**src/rtl/pattern_101_gen_if.sv**
```systemverilog
// Request/stream bundle for the "101" pattern transmitter.
// The master side issues parallel pattern requests. The slave side returns the serial
// stream together with its status strobes.
interface pattern_101_gen_if #(
    parameter int PAT_W = 8,
    parameter int REP_W = 4
);
    localparam int LEN_W = $clog2(PAT_W) + 1;

    logic [PAT_W-1:0] pat_i;
    logic [LEN_W-1:0] len_i;
    logic [REP_W-1:0] rep_i;
    logic             valid_i;
    logic             ready_o;
    logic             val_o;
    logic             bit_vld_o;
    logic             exp_o;
    logic             busy_o;
    logic             done_o;

    modport master (
        output pat_i, len_i, rep_i, valid_i,
        input  ready_o, val_o, bit_vld_o, exp_o, busy_o, done_o
    );

    modport slave (
        input  pat_i, len_i, rep_i, valid_i,
        output ready_o, val_o, bit_vld_o, exp_o, busy_o, done_o
    );
endinterface

```
**src/rtl/pattern_101_gen.sv**
```systemverilog
// Serial "101" pattern transmitter.
// A parallel word is shifted out MSB-first, rep_i+1 times, with GAP_CYC idle cycles after
// every pass. A golden strobe marks each completed 1,0,1 in the stream. Every output is
// registered: the comb block computes the next-cycle image of each output from the next state.
module pattern_101_gen #(
    parameter int PAT_W   = 8,
    parameter int REP_W   = 4,
    parameter int GAP_CYC = 2
) (
    input  logic                clk,
    input  logic                rst,
    pattern_101_gen_if.slave    bus
);
    localparam int IDX_W = (PAT_W > 1) ? $clog2(PAT_W) : 1;
    localparam int LEN_W = $clog2(PAT_W) + 1;
    localparam int GAP_W = (GAP_CYC > 0) ? $clog2(GAP_CYC + 1) : 1;
    localparam logic [LEN_W-1:0] LEN_MAX  = LEN_W'(PAT_W);
    localparam logic [GAP_W-1:0] GAP_LAST = (GAP_CYC > 0) ? GAP_W'(GAP_CYC - 1) : '0;

    typedef enum logic [1:0] {IDLE, SHIFT, GAP} state_t;

    state_t           state_q, state_d;
    logic [PAT_W-1:0] pat_q, pat_d;
    logic [IDX_W-1:0] last_q, last_d;   // index of the first bit of a pass (len-1)
    logic [IDX_W-1:0] idx_q, idx_d;     // index of the bit on val_o this cycle
    logic [REP_W-1:0] pass_q, pass_d;   // passes still to go after the current one
    logic [GAP_W-1:0] gap_q, gap_d;     // gap cycles still to go after the current one
    logic [1:0]       hist_q, hist_d;   // two most recent stream bits; the third is the new bit
    logic             ready_q, ready_d;
    logic             val_q, val_d;
    logic             vld_q, vld_d;
    logic             exp_q, exp_d;
    logic             busy_q, busy_d;
    logic             done_q, done_d;
    logic [LEN_W-1:0] eff_len;

    // Next-state logic plus the registered image of every output for the next cycle
    always_comb begin
        state_d = state_q;
        pat_d   = pat_q;
        last_d  = last_q;
        idx_d   = idx_q;
        pass_d  = pass_q;
        gap_d   = gap_q;
        done_d  = 1'b0;
        eff_len = (bus.len_i == '0 || bus.len_i > LEN_MAX) ? LEN_MAX : bus.len_i;

        case (state_q)
            IDLE: begin
                if (bus.valid_i && ready_q) begin
                    pat_d   = bus.pat_i;
                    last_d  = IDX_W'(eff_len - LEN_W'(1));
                    idx_d   = IDX_W'(eff_len - LEN_W'(1));
                    pass_d  = bus.rep_i;
                    state_d = SHIFT;
                end
            end
            SHIFT: begin
                if (idx_q != '0) begin
                    idx_d = idx_q - IDX_W'(1);
                end else if (GAP_CYC > 0) begin
                    gap_d   = GAP_LAST;
                    state_d = GAP;
                end else if (pass_q != '0) begin
                    pass_d = pass_q - REP_W'(1);
                    idx_d  = last_q;
                end else begin
                    state_d = IDLE;
                    done_d  = 1'b1;
                end
            end
            GAP: begin
                if (gap_q != '0) begin
                    gap_d = gap_q - GAP_W'(1);
                end else if (pass_q != '0) begin
                    pass_d  = pass_q - REP_W'(1);
                    idx_d   = last_q;
                    state_d = SHIFT;
                end else begin
                    state_d = IDLE;
                    done_d  = 1'b1;
                end
            end
            default: state_d = IDLE;
        endcase

        vld_d   = (state_d == SHIFT);
        val_d   = vld_d ? pat_d[idx_d] : 1'b0;
        exp_d   = vld_d && ({hist_q, val_d} == 3'b101);
        hist_d  = vld_d ? {hist_q[0], val_d} : hist_q;
        ready_d = (state_d == IDLE);
        busy_d  = (state_d != IDLE);
    end

    // Control state and registered outputs; reset drops any job in flight
    always_ff @(posedge clk) begin
        if (!rst) begin
            state_q <= IDLE;
            idx_q   <= '0;
            pass_q  <= '0;
            gap_q   <= '0;
            hist_q  <= '0;
            ready_q <= 1'b1;
            val_q   <= 1'b0;
            vld_q   <= 1'b0;
            exp_q   <= 1'b0;
            busy_q  <= 1'b0;
            done_q  <= 1'b0;
        end else begin
            state_q <= state_d;
            idx_q   <= idx_d;
            pass_q  <= pass_d;
            gap_q   <= gap_d;
            hist_q  <= hist_d;
            ready_q <= ready_d;
            val_q   <= val_d;
            vld_q   <= vld_d;
            exp_q   <= exp_d;
            busy_q  <= busy_d;
            done_q  <= done_d;
        end
    end

    // Latched request data; only meaningful while a job is active
    always_ff @(posedge clk) begin
        pat_q  <= pat_d;
        last_q <= last_d;
    end

    assign bus.ready_o   = ready_q;
    assign bus.val_o     = val_q;
    assign bus.bit_vld_o = vld_q;
    assign bus.exp_o     = exp_q;
    assign bus.busy_o    = busy_q;
    assign bus.done_o    = done_q;
endmodule
```
**src/flat_wrapper.sv**
```systemverilog
// flat-port wrapper written by rule: the top's interface ports become plain ports
module pattern_101_gen_flat 
#(
    parameter int PAT_W   = 8,
    parameter int REP_W   = 4,
    parameter int GAP_CYC = 2
)
  (clk, rst, bus_pat_i, bus_len_i, bus_rep_i, bus_valid_i, bus_ready_o, bus_val_o, bus_bit_vld_o, bus_exp_o, bus_busy_o, bus_done_o);
  pattern_101_gen_if #(.PAT_W(PAT_W), .REP_W(REP_W)) bus_i ();
  input  logic clk;
  input  logic rst;
  input wire logic [$bits(bus_i.pat_i)-1:0] bus_pat_i;
  input wire logic [$bits(bus_i.len_i)-1:0] bus_len_i;
  input wire logic [$bits(bus_i.rep_i)-1:0] bus_rep_i;
  input wire logic [$bits(bus_i.valid_i)-1:0] bus_valid_i;
  output wire logic [$bits(bus_i.ready_o)-1:0] bus_ready_o;
  output wire logic [$bits(bus_i.val_o)-1:0] bus_val_o;
  output wire logic [$bits(bus_i.bit_vld_o)-1:0] bus_bit_vld_o;
  output wire logic [$bits(bus_i.exp_o)-1:0] bus_exp_o;
  output wire logic [$bits(bus_i.busy_o)-1:0] bus_busy_o;
  output wire logic [$bits(bus_i.done_o)-1:0] bus_done_o;
  assign bus_i.pat_i = bus_pat_i;
  assign bus_i.len_i = bus_len_i;
  assign bus_i.rep_i = bus_rep_i;
  assign bus_i.valid_i = bus_valid_i;
  assign bus_ready_o = bus_i.ready_o;
  assign bus_val_o = bus_i.val_o;
  assign bus_bit_vld_o = bus_i.bit_vld_o;
  assign bus_exp_o = bus_i.exp_o;
  assign bus_busy_o = bus_i.busy_o;
  assign bus_done_o = bus_i.done_o;
  pattern_101_gen #(.PAT_W(PAT_W), .REP_W(REP_W), .GAP_CYC(GAP_CYC)) u_core (.clk(clk), .rst(rst), .bus(bus_i));
endmodule
```
**config.mk**
```make
export PLATFORM = sky130hd
export DESIGN_NAME = pattern_101_gen_flat
export DESIGN_NICKNAME = d
export VERILOG_FILES = /design/src/rtl/pattern_101_gen_if.sv /design/src/rtl/pattern_101_gen.sv /design/src/flat_wrapper.sv
export SDC_FILE = /design/constraint.sdc
export NUM_CORES = 1
export LEC_CHECK = 0
export CAP_MARGIN = 20
export CORE_ASPECT_RATIO = 0.6
export CORE_MARGIN = 2
export CORE_UTILIZATION = 40
export CTS_CLUSTER_SIZE = 40
export DETAILED_ROUTE_END_ITERATION = 6
export GPL_TIMING_DRIVEN = 1
export HOLD_SLACK_MARGIN = 0.03
export PLACE_DENSITY_LB_ADDON = 0.15
export SLEW_MARGIN = 20
export SYNTH_ARGS = -nofsm -noshare
export SYNTH_HDL_FRONTEND = slang
export SYNTH_SLANG_ARGS = --single-unit
```
**constraint.sdc**
```tcl
create_clock -name clk -period 3 [get_ports clk]
set_clock_uncertainty 0.1 [all_clocks]
set_input_delay 0.75 -clock clk [delete_from_list [all_inputs] [get_ports clk]]
set_output_delay 0.75 -clock clk [all_outputs]
set_load 0.01 [all_outputs]
```
==> flow_summary.rst, run 1 <==
.. list-table::
   :header-rows: 1

   * - Metric
     - Value
   * - Maximum level of the CTS H-tree
     - 2
   * - Clock Latency Late Sink
     - 0.29 ns
   * - Flip-flop and latch count after synthesis
     - 30
   * - Top cells by area, synth
     - sky130_fd_sc_hd__dfxtp_1 34%, sky130_fd_sc_hd__ha_1 7.0%, sky130_fd_sc_hd__edfxtp_1 5.6%, sky130_fd_sc_hd__nand2_1 5.6%, sky130_fd_sc_hd__inv_1 4.4%
   * - Antenna Nets Post-Route
     - 0
   * - Final Cycle Share
     - 87.3%
   * - Wire length after detailed routing
     - 3670 µm
   * - HPWL after detailed placement
     - 2900 µm
   * - Number of hold violations in the final report
     - 0
   * - Clock edge transition at the registers on the reported setup and hold paths
     - 0.07 ns
   * - Distinct cell type count of the synthesized netlist
     - 50
   * - CTS tree
     - done
   * - Fraction of power spent switching nets
     - 42.0%
   * - Synth Area per Inst
     - 8.95 µm²
   * - Critical Path AT
     - 2.68 ns
   * - Number of sinks on the clock net
     - 30
   * - Gate count after technology mapping
     - 180
   * - Main combinational cell family by area after synthesis
     - simple AND/OR/NAND/NOR gates
   * - RR Endpoint
     - u_core.hist_q[0]$_SDFFE_PN0P_
   * - Minimum setup slack among reg-to-reg paths
     - 0.57 ns
   * - Starting density of the core
     - 42.8%
   * - Mux contribution to synthesized area
     - 3.81%
   * - Post-detailed-placement cell area
     - 0.00192 mm²
   * - Kind of start point of the critical path
     - primary input
   * - Max Clock Freq
     - 0.382 GHz
   * - Root buf cell
     - sky130_fd_sc_hd__clkbuf_8
   * - Kind of end point of the critical path
     - register
   * - Fraction of final layout cells with drive strength greater than 1
     - 14.2%
   * - Worst r2r path cells
     - 9
   * - Share of synthesized cell area in full adder, half adder and majority cells
     - 6.99%
   * - Part of the total power dissipated in combinational logic
     - 53.3%
   * - Crit Path Max Fanout
     - 3
   * - GPL Wtd Cong
     - 0.836
   * - DRC violations left
     - 0
   * - Final max-slew violation count
     - 0
   * - I/O pin count
     - 25
   * - Relative slew margins
     - 69.0%
   * - Worst path max stage delay
     - 0.42 ns
   * - Critical path launch point
     - bus_len_i[3]
   * - Number of vias per cell after detailed routing
     - 5.23
   * - Transition time at the pin with the least slew margin
     - 0.463 ns
   * - FP Rows
     - 17
   * - Global-route wire length before repair
     - 6480 µm
   * - Net Sw Power
     - 887 µW
   * - Post-CTS resize count
     - 0
   * - Total leakage power
     - 0.855 nW
   * - Drt first pass iters
     - 4
   * - Setup TNS
     - 0 ns
   * - CTS max path bufs
     - 2
   * - Worst reg2reg path startpoint
     - u_core.state_q[0]$_SDFF_PN0_
   * - Area share of the largest cell type after synthesis
     - 33.6%
   * - RSZ-0062 raised after global routing
     - false
   * - Area of the die
     - 0.00457 mm²
   * - Endpoints failing setup
     - 0
   * - Critical path, cell by cell
     - clkdlybuf4s50_1 -> nand2b_1 -> ha_1 -> xnor2_1 -> a32oi_1 -> o211ai_1 -> nor3_1 -> o21ai_1 -> nand3_1
   * - Most used flip-flop cell after synthesis
     - sky130_fd_sc_hd__dfxtp_1
   * - Max-Cap Viols
     - 0
   * - Number of global-route vias before repair
     - 1335
   * - Antenna diode count
     - 0
   * - Class of the most critical hold timing path
     - reg -> reg
   * - Number of port buffers
     - 24
   * - Vias
     - 1355
   * - Area of the core region
     - 0.00376 mm²
   * - First DRT Iteration DRCs
     - 74
   * - Initial antenna violation count
     - 0
   * - Critical path class
     - in -> reg
   * - Final min period
     - 2.62 ns
   * - Yosys Warn Count
     - 0
   * - Net count of the mapped netlist
     - 208
   * - Compound-Gate Fraction of Synth Area
     - 20.9%
   * - Gr ovfl total
     - 0
   * - Clock network power share
     - 16.2%
   * - Post-synthesis to final-layout area growth
     - 25.0%
   * - Critical Path End
     - u_core.hist_q[0]$_SDFFE_PN0P_
   * - Sequential power share
     - 30.5%
   * - Net total in the final layout
     - 239
   * - Design internal power
     - 1.23 mW
   * - Pin count of the biggest net entering global routing
     - 14
   * - Die width
     - 85.9 µm
   * - XOR/XNOR Fraction of Synth Area
     - 1.09%
   * - Async S/R FF share, synth
     - 0%
   * - Max IR drop VDD
     - 405 µV
   * - Number of enable flip-flop cells after synthesis
     - 3
   * - CTS hold repair buffers
     - 0
   * - Number of buffers created by CTS
     - 5
   * - Routed wirelength normalized by instance count
     - 14.2 µm
   * - Status
     - finished, final reports clean
   * - Required arrival time at the worst endpoint
     - 3.07 ns
   * - Post CTS Setup Buffer Count
     - 0
   * - Pwr/cell area
     - 1050 mW/mm²
   * - Overall Global Routing Usage
     - 19.0%
   * - Sequential element share of the synthesized area
     - 39.2%
   * - Cell area after layout
     - 0.00201 mm²
   * - Basic-gate share of the synthesized area counting and, or, nand and nor cells
     - 22.1%
   * - Die extent in y
     - 53.1 µm
   * - Cell type of the slowest stage on the worst timing path
     - sky130_fd_sc_hd__clkdlybuf4s50_1
   * - Post-synthesis instance area
     - 0.00161 mm²
   * - Cell taking the most area after synthesis
     - sky130_fd_sc_hd__dfxtp_1
[synth_stat cells, drive strengths merged (3+ instances only)]
cell type  instances
dfxtp             27
nand3             12
nand2b             5
nand2             24
edfxtp             3
o211ai             4
and2               5
ha                 9
inv               21
nor3               3
a21oi              5
o21ai              9
a21o               3
mux2i              5
a211oi             9
nor2b              4
nor2               7
[metrics by stage]
step           worst slack, ns  hold WS, ns  total power [mW]  cells  util, %
2_1_floorplan            0.742        0.319              1.47    180        -
3_3_place_gp             0.196        0.340              1.73    251     51.0
3_5_place_dp             0.115        0.347              1.77    251     51.0
4_1_cts                  0.411        0.363              2.12    259     53.5
5_1_grt                  0.262        0.389              2.29    259     53.5
6_report                 0.380        0.363              2.11    259     53.5
[cell usage in the layout (no fill, tap or decap), types with 3 or more instances in the layout]
master and count:
sky130_fd_sc_hd__a21oi_1 3, sky130_fd_sc_hd__nand2b_1 4, sky130_fd_sc_hd__edfxtp_1 3, sky130_fd_sc_hd__nor2b_1 4
sky130_fd_sc_hd__and2_1 4, sky130_fd_sc_hd__a211oi_1 7, sky130_fd_sc_hd__nand2_1 24, sky130_fd_sc_hd__o21ai_0 8
sky130_fd_sc_hd__clkdlybuf4s50_1 24, sky130_fd_sc_hd__buf_4 3, sky130_fd_sc_hd__dfxtp_1 27, sky130_fd_sc_hd__nor2_1 7
sky130_fd_sc_hd__ha_1 9, sky130_fd_sc_hd__mux2i_1 5, sky130_fd_sc_hd__clkbuf_8 6, sky130_fd_sc_hd__inv_1 19
sky130_fd_sc_hd__nand3_1 10
[layer usage]
metal	global-route usage (%)	vias up	wire length (µm)
met2	27.8	33	1470
met4	4.76	0	7
li1	-	687	-
met5	0	-	0
met1	26.2	633	1940
met3	7.33	2	261
[worst max-delay path, delay by kind of cell]
kind            cells  cell delay, ns
compound gates      3            0.69
buf+inv             1            0.42
simple gates        3            0.39
xor+xnor            1            0.22
fa+ha+maj           1            0.21
[flip-flops by register name, summed over array words and instances (netlist names)]
name	flops
u_core.pat_q	8
u_core.bus.done_o	1
u_core.bus.exp_o	1
u_core.hist_q	2
u_core.state_q	2
u_core.bus.bit_vld_o	1
u_core.bus.ready_o	1
u_core.bus.busy_o	1
u_core.last_q	3
u_core.gap_q	2
u_core.pass_q	4
u_core.bus.val_o	1
u_core.idx_q	3
[worst min-delay path by stage]
stage,startpoint,endpoint,slack (ns),cells past startpoint
3_5_place_dp,u_core.pat_q[2]$_DFF_P_,u_core.pat_q[2]$_DFF_P_,0.35,2
2_1_floorplan,u_core.pat_q[0]$_DFF_P_,u_core.pat_q[0]$_DFF_P_,0.32,2
4_1_cts,u_core.pat_q[2]$_DFF_P_,u_core.pat_q[2]$_DFF_P_,0.36,2
3_3_place_gp,u_core.pat_q[6]$_DFF_P_,u_core.pat_q[6]$_DFF_P_,0.34,2
5_1_grt,u_core.pat_q[2]$_DFF_P_,u_core.pat_q[2]$_DFF_P_,0.39,2
6_report,u_core.pat_q[2]$_DFF_P_,u_core.pat_q[2]$_DFF_P_,0.36,2
[kinds of logic after synthesis]
logic type / after synthesis
fa+ha+maj: 9
flops: 30
buf+inv: 25
simple gates: 67
xor+xnor: 2
compound gates: 41
mux: 6
[area by class of cell]
class / count / area [µm²]
multi-input combinational: 125 / 885
fill: 336 / 1750
clock buffer: 6 / 82.6
timing repair buffer: 27 / 263
tap: 47 / 58.8
clock inverter: 2 / 11.3
inverter: 22 / 82.6
sequential: 30 / 631
[power groups by stage]
stage | Sequential (mW) | Combinational [mW] | Clock [mW]
detailed placement | 0.651 | 1.12 | 0
finish | 0.645 | 1.13 | 0.342
floorplan | 0.636 | 0.832 | 0
global placement | 0.645 | 1.09 | 0
CTS | 0.644 | 1.12 | 0.352
global route | 0.661 | 1.25 | 0.372
No activity file was read; power rests on OpenSTA's default activity.
==> inputs of run 2 (changes only) <==
--- a/config.mk
+++ b/config.mk
@@ -5,6 +5,7 @@
 export SDC_FILE = /design/constraint.sdc
 export NUM_CORES = 1
 export LEC_CHECK = 0
+export ABC_AREA = 1
 export CAP_MARGIN = 20
 export CORE_ASPECT_RATIO = 0.6
 export CORE_MARGIN = 2
==> run 2 against run 1 <==
Against the previous run: area after synthesis decreased by 2.0%; global-route usage decreased by 2.9 points; synthesized cell count increased by 16%; critical path type unchanged; fmax increased by 0.67%; largest cell class unchanged.
==> flow_summary.rst, run 2 <==
.. list-table::
   :header-rows: 1

   * - Metric
     - Value
   * - DRC violations left
     - 0 (unchanged)
   * - Final max-slew violation count
     - 0 (unchanged)
   * - Endpoints failing setup
     - 0 (unchanged)
   * - Gr ovfl total
     - 0 (unchanged)
   * - Cell family with most CP delay
     - simple AND/OR/NAND/NOR gates
   * - Final min period
     - 2.60 ns (-0.0174 ns)
   * - Post-detailed-placement cell area
     - 0.00186 mm² (-2.9%)
   * - Net count of the mapped netlist
     - 236 (+13%)
   * - Drt first pass iters
     - 5 (+1)
   * - Final Cycle Share
     - 86.7% (-0.58 points)
   * - Overall Global Routing Usage
     - 16.1% (-2.9 points)
   * - Max-Cap Viols
     - 0 (unchanged)
   * - Routed wirelength normalized by instance count
     - 11.2 µm (-21%)
   * - Class of the most critical hold timing path
     - reg -> reg
   * - Root buf cell
     - sky130_fd_sc_hd__clkbuf_8
   * - Clock edge transition at the registers on the reported setup and hold paths
     - 0.06 ns (about the same)
   * - Kind of start point of the critical path
     - primary input
   * - Status
     - finished, final reports clean
   * - Area share of the largest cell type after synthesis
     - 34.3% (+0.69 points)
   * - Worst reg2reg path startpoint
     - u_core.state_q[0]$_SDFF_PN0_
   * - Number of port buffers
     - 24 (unchanged)
   * - Critical Path AT
     - 2.68 ns (about the same)
   * - Die width
     - 85.1 µm (-0.97%)
   * - Maximum level of the CTS H-tree
     - 2 (unchanged)
   * - Area of the core region
     - 0.00372 mm² (-1.1%)
   * - Kind of end point of the critical path
     - register
   * - Leading cell type by number of instances after synthesis
     - sky130_fd_sc_hd__nand2_1
   * - Largest register by flop count
     - u_core.pat_q
   * - Most frequent standard cell in the layout excluding fill and tap cells
     - sky130_fd_sc_hd__nand2_1
   * - Starting density of the core
     - 42.4% (-0.39 points)
   * - Max IR drop VDD
     - 479 µV (+18%)
   * - Number of global-route vias before repair
     - 1218 (-8.8%)
   * - Sequential element share of the synthesized area
     - 40.0% (+0.81 points)
   * - Routing usage on met2
     - 21.4% (-6.4 points)
   * - Required arrival time at the worst endpoint
     - 3.08 ns (about the same)
   * - Max Clock Freq
     - 0.384 GHz (+0.67%)
   * - Synth Area per Inst
     - 7.59 µm² (-15%)
   * - Number of flip-flops under the largest register name
     - 8 (unchanged)
   * - FP Rows
     - 17 (unchanged)
   * - Largest registers
     - u_core.pat_q (8), u_core.pass_q (4)
   * - CTS max path bufs
     - 2 (unchanged)
   * - Gate count after technology mapping
     - 208 (+16%)
   * - Number of hold violations in the final report
     - 0 (unchanged)
   * - Number of vias per cell after detailed routing
     - 4.73 (-9.7%)
   * - Antenna Nets Post-Route
     - 0 (unchanged)
   * - Die extent in y
     - 52.7 µm (-0.93%)
   * - CTS tree
     - done
   * - First DRT Iteration DRCs
     - 110 (+49%)
   * - Post-synthesis to final-layout area growth
     - 26.8%
   * - Crit Path Max Fanout
     - 3 (unchanged)
   * - Vias
     - 1347 (-0.59%)
   * - Cell area after layout
     - 0.00200 mm² (-0.62%)
   * - Busiest layer in global routing
     - met1
   * - Initial antenna violation count
     - 0 (unchanged)
   * - Antenna diode count
     - 0 (unchanged)
   * - Async S/R FF share, synth
     - 0% (unchanged)
   * - Post-CTS resize count
     - 0 (unchanged)
   * - Startpoint of the worst hold path
     - u_core.hist_q[1]$_SDFFE_PN0P_
   * - Leading cell types in the layout, fill and taps excluded
     - 40 x sky130_fd_sc_hd__nand2_1, 28 x sky130_fd_sc_hd__inv_1, 27 x sky130_fd_sc_hd__dfxtp_1
   * - Cell type of the slowest stage on the worst timing path
     - sky130_fd_sc_hd__clkdlybuf4s50_1
   * - Most used flip-flop cell after synthesis
     - sky130_fd_sc_hd__dfxtp_1
   * - Clock Latency Late Sink
     - 0.29 ns (about the same)
   * - Wire length after detailed routing
     - 3190 µm (-13%)
   * - Yosys Warn Count
     - 0 (unchanged)
   * - Fraction of final layout cells with drive strength greater than 1
     - 13.9% (-0.29 points)
   * - Pin count of the biggest net entering global routing
     - 14 (unchanged)
   * - Layout Utilization
     - 53.7% (+0.28 points)
   * - Distinct cell type count of the synthesized netlist
     - 33 (-34%)
   * - Fraction of met3 tracks used by global routing
     - 5.51% (-1.8 points)
   * - Critical path, cell by cell
     - clkdlybuf4s50_1 -> nor2_1 -> nand2_1 -> nand2_1 -> nand3_1 -> ha_1 -> o22ai_1 -> nand2_1 -> nand3_1 -> inv_1 -> nand3_1 -> nand3_1 -> nand3_2 -> nand2_1
   * - Commonest cells post-synth
     - 40 x sky130_fd_sc_hd__nand2_1, 28 x sky130_fd_sc_hd__inv_1, 27 x sky130_fd_sc_hd__dfxtp_1, 23 x sky130_fd_sc_hd__nand3_1, 12 x sky130_fd_sc_hd__nor2_1
   * - Number of sinks on the clock net
     - 30 (unchanged)
   * - GRT met1 Usage
     - 22.6% (-3.6 points)
   * - Transition time at the pin with the least slew margin
     - 0.418 ns (-0.0447 ns)
   * - Cell taking the most area after synthesis
     - sky130_fd_sc_hd__dfxtp_1
   * - Number of enable flip-flop cells after synthesis
     - 3 (unchanged)
   * - Design Power
     - 2.17 mW (+2.8%)
   * - Relative slew margins
     - 72.1% (+3.1 points)
   * - Net total in the final layout
     - 265 (+11%)
   * - Area of the die
     - 0.00448 mm² (-1.9%)
   * - Global-route wire length before repair
     - 5510 µm (-15%)
   * - Count of buffer and inverter cells on the critical path
     - 2 (+1)
   * - Post CTS Setup Buffer Count
     - 0 (unchanged)
   * - Flip-flop and latch count after synthesis
     - 30 (unchanged)
   * - Worst path max stage delay
     - 0.42 ns (about the same)
   * - HPWL after detailed placement
     - 2410 µm (-17%)
   * - Total leakage power
     - 0.897 nW (+5.0%)
   * - RSZ-0062 raised after global routing
     - false
   * - CTS hold repair buffers
     - 0 (unchanged)
   * - Top cells by area, synth
     - sky130_fd_sc_hd__dfxtp_1 34%, sky130_fd_sc_hd__nand2_1 9.5%, sky130_fd_sc_hd__nand3_1 7.3%, sky130_fd_sc_hd__ha_1 7.1%, sky130_fd_sc_hd__inv_1 6.7%
   * - Pwr/cell area
     - 1090 mW/mm² (+3.5%)
   * - Number of buffers created by CTS
     - 5 (unchanged)
   * - Critical path class
     - in -> reg
   * - Critical path launch point
     - bus_len_i[1]
   * - GPL Wtd Cong
     - 0.924 (+11%)
   * - Setup TNS
     - 0 ns (unchanged)
   * - Post-synthesis instance area
     - 0.00158 mm² (-2.0%)
   * - I/O pin count
     - 25 (unchanged)
## run 2: metrics by stage
stage / setup WS (ns) / hold slack, ns / instances
detailed placement: 0.110 / 0.345 / 277
floorplan: 0.750 / 0.337 / 208
global placement: 0.189 / 0.348 / 277
finish: 0.398 / 0.355 / 285
global route: 0.128 / 0.381 / 285
CTS: 0.413 / 0.354 / 285
## run 2: layout make-up
class / instances / area, µm²
Timing Repair Buffer: 25 / 248
Inverter: 37 / 144
Sequential cell: 30 / 631
Fill cell: 333 / 1720
Clock buffer: 7 / 108
Tap cell: 47 / 58.8
Clock inverter: 1 / 30.0
Multi-Input combinational cell: 138 / 782
## run 2: logic make-up after synthesis
group                    share of synthesized area (%)
AO/OA/AOI/OAI                                     10.8
adder cells (fa/ha/maj)                           7.14
flip-flops                                        40.0
AND/OR/NAND/NOR                                   30.5
XOR/XNOR                                          1.11
buffers and inverters                             10.5
## run 2: worst paths after layout
kind,slack (ns),depth (start not counted),endpoint
max,0.40,14,u_core.hist_q[0]$_SDFFE_PN0P_
min,0.36,2,u_core.bus.exp_o$_SDFF_PN0_
max reg2reg,0.84,12,u_core.bus.exp_o$_SDFF_PN0_
min reg2reg,0.36,2,u_core.bus.exp_o$_SDFF_PN0_
## run 2: layer usage
layer,part of all wire (%),wire length [µm],vias to the layer above
li1,-,-,729
met1,55,1760,582
met2,37,1190,27
met3,5.0,159,9
met4,2.3,73,0
met5,0,0,-
## run 2: where the power goes
part / switching (mW) / internal (mW) / leakage [nW]
Combinational: 0.657 / 0.405 / 0.576
Clock: 0.163 / 0.321 / 0.0696
Sequential: 0.0634 / 0.562 / 0.251
Total: 0.884 / 1.29 / 0.897
## run 2: tightest hold or removal path: stages (launching register included)
cell,delay (ns)
sky130_fd_sc_hd__dfxtp_1,0.31
sky130_fd_sc_hd__nand2_1,0.07
sky130_fd_sc_hd__nor2_2,0.04
==> inputs of run 3 (changes only) <==
--- a/config.mk
+++ b/config.mk
@@ -12,10 +12,11 @@
 export CORE_UTILIZATION = 40
 export CTS_CLUSTER_SIZE = 40
 export DETAILED_ROUTE_END_ITERATION = 6
-export GPL_TIMING_DRIVEN = 1
+export GPL_TIMING_DRIVEN = 0
 export HOLD_SLACK_MARGIN = 0.03
 export PLACE_DENSITY_LB_ADDON = 0.15
 export SLEW_MARGIN = 20
 export SYNTH_ARGS = -nofsm -noshare
 export SYNTH_HDL_FRONTEND = slang
 export SYNTH_SLANG_ARGS = --single-unit
+export TNS_END_PERCENT = 100
==> constraint.sdc (replaced) <==
create_clock -name clk -period 2.6 [get_ports clk]
set_clock_uncertainty 0.1 [all_clocks]
set_input_delay 0.65 -clock clk [delete_from_list [all_inputs] [get_ports clk]]
set_output_delay 0.65 -clock clk [all_outputs]
set_load 0.01 [all_outputs]
==> run 3 against run 2 <==
Against the previous run: non-clock buffer count increased by 2; utilization increased by 0.10 points; total power increased by 9.4%; worst hold slack improved by 0.0066 ns; cell area increased by 0.19%; die area unchanged; sequential share of layout area decreased by 0.059 points; first-iteration DRC count decreased by 14%; register-to-register slack got worse by 0.34 ns.
==> flow_summary.rst, run 3 (same netlist as run 2, synthesis figures left out) <==
.. list-table::
   :header-rows: 1

   * - Metric
     - Value
   * - Cell type of the slowest stage on the worst timing path
     - sky130_fd_sc_hd__clkdlybuf4s50_1
   * - Largest registers
     - u_core.pat_q (8), u_core.pass_q (4)
   * - Gr ovfl total
     - 0 (unchanged)
   * - Number of global-route vias before repair
     - 1182 (-3.0%)
   * - Overall Global Routing Usage
     - 16.0% (-0.15 points)
   * - Post-synthesis to final-layout area growth
     - 27.0%
   * - Routed wirelength normalized by instance count
     - 11.5 µm (+2.8%)
   * - CTS max path bufs
     - 2 (unchanged)
   * - Net total in the final layout
     - 267 (+0.75%)
   * - Pin count of the biggest net entering global routing
     - 13 (-1)
   * - Total leakage power
     - 0.908 nW (+1.2%)
   * - Filler Cells Inserted
     - 362 (+8.7%)
   * - Max Clock Freq
     - 0.412 GHz
   * - Critical path class
     - in -> reg
   * - Count of buffer and inverter cells on the critical path
     - 2 (unchanged)
   * - Required arrival time at the worst endpoint
     - 2.68 ns (-0.40 ns)
   * - Endpoints failing setup
     - 0 (unchanged)
   * - Final Cycle Share
     - 93.4%
   * - GPL Wtd Cong
     - 0.898 (-2.9%)
   * - Transition time at the pin with the least slew margin
     - 0.382 ns (-0.0362 ns)
   * - Worst path max stage delay
     - 0.44 ns (+0.02 ns)
   * - Die extent in y
     - 52.7 µm (unchanged)
   * - Wire length after detailed routing
     - 3300 µm (+3.5%)
   * - Number of flip-flops under the largest register name
     - 8 (unchanged)
   * - Critical Path AT
     - 2.51 ns (-0.17 ns)
   * - Post-placement worst setup slack
     - -0.213 ns (-0.323 ns)
   * - Antenna Nets Post-Route
     - 0 (unchanged)
   * - Maximum level of the CTS H-tree
     - 2 (unchanged)
   * - I/O pin count
     - 25 (unchanged)
   * - Final hold slack
     - 0.362 ns (+0.00657 ns)
   * - Number of vias per cell after detailed routing
     - 4.78 (+1.1%)
   * - CTS hold repair buffers
     - 0 (unchanged)
   * - Area of the die
     - 0.00448 mm² (unchanged)
   * - Max IR drop VDD
     - 570 µV (+19%)
   * - DRC violations left
     - 0 (unchanged)
   * - Initial antenna violation count
     - 0 (unchanged)
   * - Clock Latency Late Sink
     - 0.29 ns (about the same)
   * - Layout Utilization
     - 53.8% (+0.10 points)
   * - Cell family with most CP delay
     - simple AND/OR/NAND/NOR gates
   * - Class of the most critical hold timing path
     - reg -> reg
   * - Pwr/cell area
     - 1190 mW/mm² (+9.2%)
   * - Most frequent standard cell in the layout excluding fill and tap cells
     - sky130_fd_sc_hd__nand2_1
   * - Number of port buffers
     - 24 (unchanged)
   * - Antenna diode count
     - 0 (unchanged)
   * - Cell area after layout
     - 0.00200 mm² (+0.19%)
   * - Starting density of the core
     - 42.4% (unchanged)
   * - Largest register by flop count
     - u_core.pat_q
   * - Most frequent CP cell
     - sky130_fd_sc_hd__nand2_1
   * - Post-detailed-placement cell area
     - 0.00188 mm² (+0.74%)
   * - Final max-slew violation count
     - 0 (unchanged)
   * - First DRT Iteration DRCs
     - 95 (-14%)
   * - Status
     - finished, final reports clean
   * - Kind of end point of the critical path
     - register
   * - Area of the core region
     - 0.00372 mm² (unchanged)
   * - Relative slew margins
     - 74.4% (+2.3 points)
   * - Clock edge transition at the registers on the reported setup and hold paths
     - 0.06 ns (about the same)
   * - Die width
     - 85.1 µm (unchanged)
   * - Kind of start point of the critical path
     - primary input
   * - Number of hold violations in the final report
     - 0 (unchanged)
   * - Drt first pass iters
     - 4 (-1)
   * - Vias
     - 1371 (+1.8%)
   * - Critical path, cell by cell
     - clkdlybuf4s50_1 -> nor2_2 -> nand2_1 -> nand2_1 -> nand3_1 -> ha_4 -> xor2_1 -> o22ai_1 -> nand2_1 -> nand3_1 -> inv_1 -> nand3_1 -> nand3_2 -> nand2_1
   * - Leading cell types in the layout, fill and taps excluded
     - 40 x sky130_fd_sc_hd__nand2_1, 28 x sky130_fd_sc_hd__inv_1, 27 x sky130_fd_sc_hd__dfxtp_1
   * - Final standard cell count with taps included and fillers excluded
     - 287 (+0.70%)
   * - Global-route wire length before repair
     - 5420 µm (-1.5%)
   * - Final worst slack
     - 0.172 ns (-0.225 ns)
   * - FP Rows
     - 17 (unchanged)
   * - Number of buffers created by CTS
     - 5 (unchanged)
   * - Crit Path Max Fanout
     - 3 (unchanged)
   * - Placed Cells
     - 279 (+0.72%)
   * - Root buf cell
     - sky130_fd_sc_hd__clkbuf_8
   * - Fraction of final layout cells with drive strength greater than 1
     - 16.7% (+2.8 points)
   * - HPWL after detailed placement
     - 2420 µm (+0.66%)
   * - Number of sinks on the clock net
     - 30 (unchanged)
   * - Max-Cap Viols
     - 0 (unchanged)
   * - CTS tree
     - done
   * - Final min period
     - 2.43 ns
-- run 3: worst paths after layout --
check                                      from                       endpoint  slack, ns  cells past startpoint
setup / recovery                   bus_len_i[1]  u_core.hist_q[0]$_SDFFE_PN0P_       0.17                     14
hold / removal    u_core.hist_q[1]$_SDFFE_PN0P_    u_core.bus.exp_o$_SDFF_PN0_       0.36                      2
hold reg to reg   u_core.hist_q[1]$_SDFFE_PN0P_    u_core.bus.exp_o$_SDFF_PN0_       0.36                      2
setup reg to reg   u_core.state_q[0]$_SDFF_PN0_    u_core.bus.exp_o$_SDFF_PN0_       0.50                     13
-- run 3: through the flow --
step	total power, mW	TNS (ns)
6_report	2.38	0
5_1_grt	2.60	-0.0117
4_1_cts	2.37	0
3_5_place_dp	1.95	-0.605
3_3_place_gp	1.96	-0.600
2_1_floorplan	1.66	0
-- run 3: area by class of cell --
type	instances	area [µm²]	area share (%)
flip-flops and latches	30	631	31.5
clock inverters	2	11.3	0.562
repair buffers	24	243	12.1
plain buffers	3	21.3	1.06
multi-input cells	138	813	40.6
clock buffers	6	82.6	4.12
well taps	47	58.8	2.93
inverters	37	144	7.18
-- run 3: worst reg2reg max path, delay by kind of cell, from the launching register on --
kind                       cells  cell delay, ns
buffers and inverters          5            0.44
adders and majority gates      1            0.21
AOI/OAI and AO/OA              1            0.30
DFF                            1            0.39
and+or+nand+nor                6            0.61
-- run 3: what timing repair did --
| item | CTS | global route |
|---|---|---|
| resized for setup | 0 | 6 |
| endpoints found under the setup margin | 0 | 3 |
| setup buffers | 0 | 0 |
-- run 3: per-layer routing --
metal / routed length (µm) / track usage (%) / vias up
li1: - / - / 738
met1: 1890 / 23.8 / 599
met2: 1200 / 20.8 / 27
met3: 159 / 4.72 / 7
met4: 45 / 6.35 / 0
met5: 0 / 0 / -
-- run 3: where the power goes --
group	leakage (nW)	switching, mW	internal, mW
clock network	0.0515	0.186	0.213
registers	0.251	0.0703	0.649
logic	0.606	0.772	0.487
